[src/rtl/predicate_access_scheduler_if.sv]
// predicate_access_scheduler_if: client handshakes and predicate register block bus of the scheduler
interface predicate_access_scheduler_if #(
  parameter int NUM_LANES = 16,
  parameter int NUM_REGS  = 32,
  parameter int NUM_WARPS = 16
);
  localparam int ADDR_W = $clog2(NUM_REGS);
  localparam int WARP_W = $clog2(NUM_WARPS);
  logic                 wb_valid, wb_ready;
  logic [WARP_W-1:0]    wb_warp;
  logic [ADDR_W-1:0]    wb_addr;
  logic [NUM_LANES-1:0] wb_mask, wb_data;
  logic                 rd_valid, rd_ready;
  logic [WARP_W-1:0]    rd_warp;
  logic [ADDR_W-1:0]    rd_addr0, rd_addr1;
  logic [NUM_LANES-1:0] rd_mask0, rd_mask1;
  logic                 rd_rsp_valid;
  logic [NUM_LANES-1:0] rd_rsp_data0, rd_rsp_data1;
  logic                 clr_valid, clr_ready, clr_done;
  logic [WARP_W-1:0]    clr_warp_in;
  logic [WARP_W-1:0]    pr_warp_selector;
  logic [NUM_LANES-1:0] pr_write_en, pr_wdata;
  logic [ADDR_W-1:0]    pr_waddr, pr_raddr_0, pr_raddr_1;
  logic [NUM_LANES-1:0] pr_read_en_0, pr_read_en_1;
  logic [NUM_LANES-1:0] pr_rdata_0, pr_rdata_1;
  modport slave (
    input  wb_valid, wb_warp, wb_addr, wb_mask, wb_data,
    input  rd_valid, rd_warp, rd_addr0, rd_addr1, rd_mask0, rd_mask1,
    input  clr_valid, clr_warp_in, pr_rdata_0, pr_rdata_1,
    output wb_ready, rd_ready, rd_rsp_valid, rd_rsp_data0, rd_rsp_data1,
    output clr_ready, clr_done, pr_warp_selector, pr_write_en, pr_wdata,
    output pr_waddr, pr_raddr_0, pr_raddr_1, pr_read_en_0, pr_read_en_1
  );
  modport master (
    output wb_valid, wb_warp, wb_addr, wb_mask, wb_data,
    output rd_valid, rd_warp, rd_addr0, rd_addr1, rd_mask0, rd_mask1,
    output clr_valid, clr_warp_in, pr_rdata_0, pr_rdata_1,
    input  wb_ready, rd_ready, rd_rsp_valid, rd_rsp_data0, rd_rsp_data1,
    input  clr_ready, clr_done, pr_warp_selector, pr_write_en, pr_wdata,
    input  pr_waddr, pr_raddr_0, pr_raddr_1, pr_read_en_0, pr_read_en_1
  );
endinterface

[src/rtl/predicate_access_scheduler.sv]
// predicate_access_scheduler: arbitrates writeback, issue reads and warp clears onto one predicate block
module predicate_access_scheduler #(
  parameter int NUM_LANES = 16,
  parameter int NUM_REGS  = 32,
  parameter int NUM_WARPS = 16
) (
  input logic clk,
  input logic rst_n,
  predicate_access_scheduler_if.slave bus
);
  localparam int ADDR_W = $clog2(NUM_REGS);
  localparam int WARP_W = $clog2(NUM_WARPS);
  localparam logic [ADDR_W-1:0] LAST = ADDR_W'(NUM_REGS - 1);
  typedef enum logic {IDLE, SWEEP} state_t;
  state_t state, state_nx;
  logic [WARP_W-1:0] clr_warp, w_warp;
  logic [ADDR_W-1:0] clr_addr;
  logic rr, rd_issued;
  logic wb_elig, rd_elig, w_cand, conflict, grant_w, grant_rd, clr_grant;
  // rr: 0 favours the read side, 1 the write side, on a warp conflict
  always_comb begin
    wb_elig   = bus.wb_valid && !(state == SWEEP && bus.wb_warp == clr_warp);
    rd_elig   = bus.rd_valid && !(state == SWEEP && bus.rd_warp == clr_warp);
    w_cand    = wb_elig || state == SWEEP;
    w_warp    = wb_elig ? bus.wb_warp : clr_warp;
    conflict  = rd_elig && w_cand && bus.rd_warp != w_warp;
    grant_rd  = rd_elig && (!conflict || !rr);
    grant_w   = w_cand && (!conflict || rr);
    clr_grant = grant_w && !wb_elig;
    state_nx  = state == IDLE ? (bus.clr_valid ? SWEEP : IDLE)
                              : (clr_grant && clr_addr == LAST ? IDLE : SWEEP);
  end
  assign bus.wb_ready  = grant_w && wb_elig;
  assign bus.rd_ready  = grant_rd;
  assign bus.clr_ready = state == IDLE;
  always_ff @(posedge clk or negedge rst_n)
    if (!rst_n) state <= IDLE;
    else state <= state_nx;
  always_ff @(posedge clk or negedge rst_n)
    if (!rst_n) begin
      clr_warp             <= '0;
      clr_addr             <= '0;
      rr                   <= 1'b0;
      rd_issued            <= 1'b0;
      bus.pr_warp_selector <= '0;
      bus.pr_write_en      <= '0;
      bus.pr_wdata         <= '0;
      bus.pr_waddr         <= '0;
      bus.pr_raddr_0       <= '0;
      bus.pr_raddr_1       <= '0;
      bus.pr_read_en_0     <= '0;
      bus.pr_read_en_1     <= '0;
      bus.rd_rsp_valid     <= 1'b0;
      bus.rd_rsp_data0     <= '0;
      bus.rd_rsp_data1     <= '0;
      bus.clr_done         <= 1'b0;
    end else begin
      if (state == IDLE && bus.clr_valid) begin
        clr_warp <= bus.clr_warp_in;
        clr_addr <= '0;
      end else if (clr_grant) clr_addr <= clr_addr + 1'b1;
      if (conflict) rr <= ~rr;
      bus.pr_write_en <= grant_w ? (wb_elig ? bus.wb_mask : {NUM_LANES{1'b1}}) : '0;
      if (grant_w) begin
        bus.pr_wdata <= wb_elig ? bus.wb_data : '0;
        bus.pr_waddr <= wb_elig ? bus.wb_addr : clr_addr;
      end
      bus.pr_read_en_0 <= grant_rd ? bus.rd_mask0 : '0;
      bus.pr_read_en_1 <= grant_rd ? bus.rd_mask1 : '0;
      if (grant_rd) begin
        bus.pr_raddr_0 <= bus.rd_addr0;
        bus.pr_raddr_1 <= bus.rd_addr1;
      end
      if (grant_w || grant_rd) bus.pr_warp_selector <= grant_w ? w_warp : bus.rd_warp;
      rd_issued        <= grant_rd;
      bus.rd_rsp_valid <= rd_issued;
      bus.rd_rsp_data0 <= bus.pr_rdata_0 & bus.pr_read_en_0;
      bus.rd_rsp_data1 <= bus.pr_rdata_1 & bus.pr_read_en_1;
      bus.clr_done     <= clr_grant && clr_addr == LAST;
    end
endmodule

[src/flat_wrapper.sv]
// flat-port wrapper written by rule: the top's interface ports become plain ports
module predicate_access_scheduler_flat 
#(
  parameter int NUM_LANES = 16,
  parameter int NUM_REGS  = 32,
  parameter int NUM_WARPS = 16
)
  (clk, rst_n, bus_wb_valid, bus_wb_warp, bus_wb_addr, bus_wb_mask, bus_wb_data, bus_rd_valid, bus_rd_warp, bus_rd_addr0, bus_rd_addr1, bus_rd_mask0, bus_rd_mask1, bus_clr_valid, bus_clr_warp_in, bus_pr_rdata_0, bus_pr_rdata_1, bus_wb_ready, bus_rd_ready, bus_rd_rsp_valid, bus_rd_rsp_data0, bus_rd_rsp_data1, bus_clr_ready, bus_clr_done, bus_pr_warp_selector, bus_pr_write_en, bus_pr_wdata, bus_pr_waddr, bus_pr_raddr_0, bus_pr_raddr_1, bus_pr_read_en_0, bus_pr_read_en_1);
  predicate_access_scheduler_if #(.NUM_LANES(NUM_LANES), .NUM_REGS(NUM_REGS), .NUM_WARPS(NUM_WARPS)) bus_i ();
  input logic clk;
  input logic rst_n;
  input wire logic [$bits(bus_i.wb_valid)-1:0] bus_wb_valid;
  input wire logic [$bits(bus_i.wb_warp)-1:0] bus_wb_warp;
  input wire logic [$bits(bus_i.wb_addr)-1:0] bus_wb_addr;
  input wire logic [$bits(bus_i.wb_mask)-1:0] bus_wb_mask;
  input wire logic [$bits(bus_i.wb_data)-1:0] bus_wb_data;
  input wire logic [$bits(bus_i.rd_valid)-1:0] bus_rd_valid;
  input wire logic [$bits(bus_i.rd_warp)-1:0] bus_rd_warp;
  input wire logic [$bits(bus_i.rd_addr0)-1:0] bus_rd_addr0;
  input wire logic [$bits(bus_i.rd_addr1)-1:0] bus_rd_addr1;
  input wire logic [$bits(bus_i.rd_mask0)-1:0] bus_rd_mask0;
  input wire logic [$bits(bus_i.rd_mask1)-1:0] bus_rd_mask1;
  input wire logic [$bits(bus_i.clr_valid)-1:0] bus_clr_valid;
  input wire logic [$bits(bus_i.clr_warp_in)-1:0] bus_clr_warp_in;
  input wire logic [$bits(bus_i.pr_rdata_0)-1:0] bus_pr_rdata_0;
  input wire logic [$bits(bus_i.pr_rdata_1)-1:0] bus_pr_rdata_1;
  output wire logic [$bits(bus_i.wb_ready)-1:0] bus_wb_ready;
  output wire logic [$bits(bus_i.rd_ready)-1:0] bus_rd_ready;
  output wire logic [$bits(bus_i.rd_rsp_valid)-1:0] bus_rd_rsp_valid;
  output wire logic [$bits(bus_i.rd_rsp_data0)-1:0] bus_rd_rsp_data0;
  output wire logic [$bits(bus_i.rd_rsp_data1)-1:0] bus_rd_rsp_data1;
  output wire logic [$bits(bus_i.clr_ready)-1:0] bus_clr_ready;
  output wire logic [$bits(bus_i.clr_done)-1:0] bus_clr_done;
  output wire logic [$bits(bus_i.pr_warp_selector)-1:0] bus_pr_warp_selector;
  output wire logic [$bits(bus_i.pr_write_en)-1:0] bus_pr_write_en;
  output wire logic [$bits(bus_i.pr_wdata)-1:0] bus_pr_wdata;
  output wire logic [$bits(bus_i.pr_waddr)-1:0] bus_pr_waddr;
  output wire logic [$bits(bus_i.pr_raddr_0)-1:0] bus_pr_raddr_0;
  output wire logic [$bits(bus_i.pr_raddr_1)-1:0] bus_pr_raddr_1;
  output wire logic [$bits(bus_i.pr_read_en_0)-1:0] bus_pr_read_en_0;
  output wire logic [$bits(bus_i.pr_read_en_1)-1:0] bus_pr_read_en_1;
  assign bus_i.wb_valid = bus_wb_valid;
  assign bus_i.wb_warp = bus_wb_warp;
  assign bus_i.wb_addr = bus_wb_addr;
  assign bus_i.wb_mask = bus_wb_mask;
  assign bus_i.wb_data = bus_wb_data;
  assign bus_i.rd_valid = bus_rd_valid;
  assign bus_i.rd_warp = bus_rd_warp;
  assign bus_i.rd_addr0 = bus_rd_addr0;
  assign bus_i.rd_addr1 = bus_rd_addr1;
  assign bus_i.rd_mask0 = bus_rd_mask0;
  assign bus_i.rd_mask1 = bus_rd_mask1;
  assign bus_i.clr_valid = bus_clr_valid;
  assign bus_i.clr_warp_in = bus_clr_warp_in;
  assign bus_i.pr_rdata_0 = bus_pr_rdata_0;
  assign bus_i.pr_rdata_1 = bus_pr_rdata_1;
  assign bus_wb_ready = bus_i.wb_ready;
  assign bus_rd_ready = bus_i.rd_ready;
  assign bus_rd_rsp_valid = bus_i.rd_rsp_valid;
  assign bus_rd_rsp_data0 = bus_i.rd_rsp_data0;
  assign bus_rd_rsp_data1 = bus_i.rd_rsp_data1;
  assign bus_clr_ready = bus_i.clr_ready;
  assign bus_clr_done = bus_i.clr_done;
  assign bus_pr_warp_selector = bus_i.pr_warp_selector;
  assign bus_pr_write_en = bus_i.pr_write_en;
  assign bus_pr_wdata = bus_i.pr_wdata;
  assign bus_pr_waddr = bus_i.pr_waddr;
  assign bus_pr_raddr_0 = bus_i.pr_raddr_0;
  assign bus_pr_raddr_1 = bus_i.pr_raddr_1;
  assign bus_pr_read_en_0 = bus_i.pr_read_en_0;
  assign bus_pr_read_en_1 = bus_i.pr_read_en_1;
  predicate_access_scheduler #(.NUM_LANES(NUM_LANES), .NUM_REGS(NUM_REGS), .NUM_WARPS(NUM_WARPS)) u_core (.clk(clk), .rst_n(rst_n), .bus(bus_i));
endmodule
[config.mk]
export PLATFORM = sky130hd
export DESIGN_NAME = predicate_access_scheduler_flat
export DESIGN_NICKNAME = d
export VERILOG_FILES = /design/src/rtl/predicate_access_scheduler_if.sv /design/src/rtl/predicate_access_scheduler.sv /design/src/flat_wrapper.sv
export SDC_FILE = /design/constraint.sdc
export NUM_CORES = 1
export LEC_CHECK = 0
export ABC_CLOCK_PERIOD_IN_PS = 3140
export BUFFER_PORTS_ARGS = -buffer_cell sky130_fd_sc_hd__buf_2
export CAP_MARGIN = 20
export CORE_UTILIZATION = 28
export CTS_CLUSTER_SIZE = 10
export DETAILED_ROUTE_END_ITERATION = 10
export SYNTH_ARGS = -nofsm -noshare
export SYNTH_HDL_FRONTEND = slang
export SYNTH_SLANG_ARGS = --single-unit
[constraint.sdc]
create_clock -name clk -period 3.14 [get_ports clk]
set_input_delay 0.314 -clock clk [delete_from_list [all_inputs] [get_ports clk]]
set_output_delay 0.314 -clock clk [all_outputs]
set_load 0.05 [all_outputs]
==> flow_summary_export.csv <==
group,metric,value,unit
drt,drtIter0Drc,130,
placed_design,port_buffers,247,
sta,fmax,0.365,GHz
critical_path,worstSetupPathType,"reg2out",
drt,routed-via-count,3565,
cts,cts.clk_slew.worst_paths,0.06,ns
drt,routedWlPerCell,14.6,um
critical_path,critical_path.startpoint_type,"flop",
placed_design,placement.cell_area,6210,sq um
die,core-area,16100,sq um
final_layout,postLayoutCellArea,6800,sq um
global_route,grt_overflow,0,
yosys,synth_area_per_cell,13.7,sq um
critical_path,worstPathMaxFanout,4,
job,max_cap_viol_count,0,
global_route,wire_length_of_the_first_global_routing_pass,19300,um
placed_design,place_hpwl,8950,um
final_layout,area.growth.synth_to_final,44.8,%
cts,cts_inserted_buffers,17,
cts,cts-htree-levels,4,
cts,post_cts.resized_instances,0,
sta,clock-skew-final,0.00650,ns
yosys,yosysSeqAreaShare,68.7,%
yosys,ys_ff_latch,129,
run_status,result_of_the_run,"finished, final reports clean",
sta,report.final.hold_viol_count,0,
cts,clock_tree_from_tritoncts,"built",
sta,timing_max_transition_violations_final,0,
die,io-pin-count,248,
yosys,synth-async-reset-ratio,100,%
die,die_ht,132,um
yosys,synthesis.yosys.warnings,0,
final_layout,final_util,42.2,%
yosys,synth_enable_flop_cells,0,
sta,worst_slew_pin_slew,0.856,ns
power,highest_ir_drop_seen_on_vdd,0.421,mV
yosys,synth.lib_cells_used.distinct,31,
yosys,synth_fp_nets,474,
sta,period_share,87.2,%
cts,tritoncts_sinks,129,
cts,ctsRootBufferMaster,"sky130_fd_sc_hd__clkbuf_16",
drt,post_drt_via_cell_ratio,4.30,
final_layout,num_antenna_cells,0,
drt,drt_pass_1_iters,4,
yosys,ys_dominant_reg_cell,"sky130_fd_sc_hd__dfrtp_1",
cts,cts.path.max_buffers,2,
final_layout,share_of_layout_cells_above_drive_strength_1,49.8,%
die,die_area,17300,sq um
global_route,grt_pass1_vias,3688,
global_route,antenna_found_initial,0,
placed_design,finalWeightedCongestion,0.873,
sta,rsz0062_at_grt,"false",
worst_hold_path,hp-class,"in2async",
critical_path,required,2.83,ns
placed_design,placement.setup.worst_slack,0.528,ns
yosys,cells_after_synthesis,344,
power,leakage,3.67,nW
sta,slew-limit-headroom,42.9,%
power,power-per-cell-area,1070,nW/um^2
final_layout,final_common_cell,"sky130_fd_sc_hd__buf_2",
sta,setup_viol_count_final,0,
die,rows,46,
power,fin_total_pwr,7.29,mW
die,initial_utilization,29.2,%
cts,postCtsSetupBuffers,0,
critical_path,worst_ep_arrival_time,2.42,ns
cts,ctsHoldBuffers,0,
global_route,globalRouteTotalUtil,14.3,%
critical_path,cp-end-kind,"output pin",
final_layout,design.final.nets,730,
final_layout,layout.filler_cells,1589,
sta,finalSetupTns,0,ns
cts,worst_skew_pair.late_latency,0.41,ns
yosys,syn_area,4700,sq um
sta,layout_min_cycle_time,2.74,ns
final_layout,final_cell_mix,"sky130_fd_sc_hd__buf_2 (246), sky130_fd_sc_hd__dfrtp_1 (129), sky130_fd_sc_hd__and2_1 (65)",
drt,ant_nets,0,
sta,final_critical_path_setup_slack,0.403,ns
global_route,grt_start_max_net_pins,66,
die,die_x,132,um
drt,drcViolationCount,0,
drt,drt-total-wl,12100,um
[per-layer routing]
layer,part of all wire [%],GRT usage (%),wire length [um]
met5,0,0,0
met1,41,16.7,4960
met3,6.1,3.86,736
met4,2.2,6.78,260
met2,51,24.2,6110
[synth_stat cells, types with 2 or more instances]
cell                       number  share of area (%)
sky130_fd_sc_hd__clkbuf_1       2               0.16
sky130_fd_sc_hd__a21oi_1        4               0.43
sky130_fd_sc_hd__nand2_1        5               0.40
sky130_fd_sc_hd__xor2_1         2               0.37
sky130_fd_sc_hd__inv_1          2               0.16
sky130_fd_sc_hd__nand3_1        5               0.53
sky130_fd_sc_hd__nand2b_1       4               0.53
sky130_fd_sc_hd__o31ai_1        3               0.48
sky130_fd_sc_hd__and2_1        65                8.7
sky130_fd_sc_hd__ha_1           2               0.53
sky130_fd_sc_hd__buf_4          5               0.80
sky130_fd_sc_hd__dfrtp_1      129                 69
sky130_fd_sc_hd__xnor2_1       11                2.1
sky130_fd_sc_hd__mux2i_1        6                1.3
sky130_fd_sc_hd__a22o_1        16                3.0
sky130_fd_sc_hd__nor2_1        33                2.6
sky130_fd_sc_hd__a221o_1        5                1.1
sky130_fd_sc_hd__buf_2          6               0.64
sky130_fd_sc_hd__o21ai_0        4               0.43
sky130_fd_sc_hd__and3_1         7               0.93
sky130_fd_sc_hd__a22oi_1        4               0.64
sky130_fd_sc_hd__buf_6          2               0.48
sky130_fd_sc_hd__mux2_2        14                3.4
[critical path: stages (launching register included)]
cell                      delay (ns)
sky130_fd_sc_hd__dfrtp_1        0.44
sky130_fd_sc_hd__xnor2_1        0.18
sky130_fd_sc_hd__nand3_1        0.09
sky130_fd_sc_hd__o31ai_1        0.67
sky130_fd_sc_hd__nor3_2         0.12
sky130_fd_sc_hd__a21oi_2        0.21
sky130_fd_sc_hd__buf_2          0.29
[registers in the layout, summed over array words and instances (netlist names), 5 cells and up]
register,count
u_core.clr_addr,5
u_core.bus.pr_waddr,5
u_core.bus.pr_raddr_0,5
u_core.bus.pr_read_en_1,16
u_core.bus.pr_wdata,16
u_core.bus.rd_rsp_data1,16
u_core.bus.rd_rsp_data0,16
u_core.bus.pr_write_en,16
u_core.bus.pr_raddr_1,5
u_core.bus.pr_read_en_0,16
[stage by stage]
step	hold WS, ns	instances
after floorplan	0.0184	344
after global placement	0.333	797
after detailed placement	0.336	797
after CTS	0.0335	829
after global routing	0.0655	829
final	0.00794	829
[final timing paths]
check | slack (ns) | startpoint | endpoint | cells past startpoint
worst max register to register | 0.78 | u_core.clr_warp[3] | u_core.bus.pr_raddr_1[4] | 6
worst max-delay path | 0.40 | u_core.clr_warp[3] | bus_wb_ready | 6
worst min register to register | 0.35 | u_core.rd_issued | u_core.bus.rd_rsp_valid | 0
min in group clk | 0.11 | bus_rd_mask1[14] | u_core.bus.pr_read_en_1[14] | 2
max in group asynchronous | 2.28 | rst_n | u_core.bus.pr_wdata[12] | 2
worst min-delay path | 0.008 | rst_n | u_core.bus.rd_rsp_data1[10] | 1
[where the power goes]
part	total (mW)	switching [mW]	internal, mW
combinational	2.95	2.16	0.784
clock	1.97	0.736	1.23
sequential	2.37	0.249	2.12
[cell families (layout without fill, tap and decap cells)]
family                     Yosys count  in the layout  share of synthesized area (%)
and+or+nand+nor                    122            122                           14.5
buffers and inverters               17            286                           2.24
adders and majority gates            2              2                          0.532
muxes                               20             20                           4.63
DFF                                129            129                           68.7
AOI/OAI and AO/OA                   41             41                           7.00
xor gates and xnor gates            13             13                           2.42
[area by class of cell]
cell class,instances,area [sq um],share of cell area [%]
Sequential cell,129,3230,47.4
Timing Repair Buffer,252,1300,19.1
Clock buffer,20,467,6.86
Inverter,2,7.51,0.110
Clock inverter,12,131,1.93
Multi-Input combinational cell,198,1400,20.6
Tap cell,216,270,3.97
(Power assumes the default switching activity.)
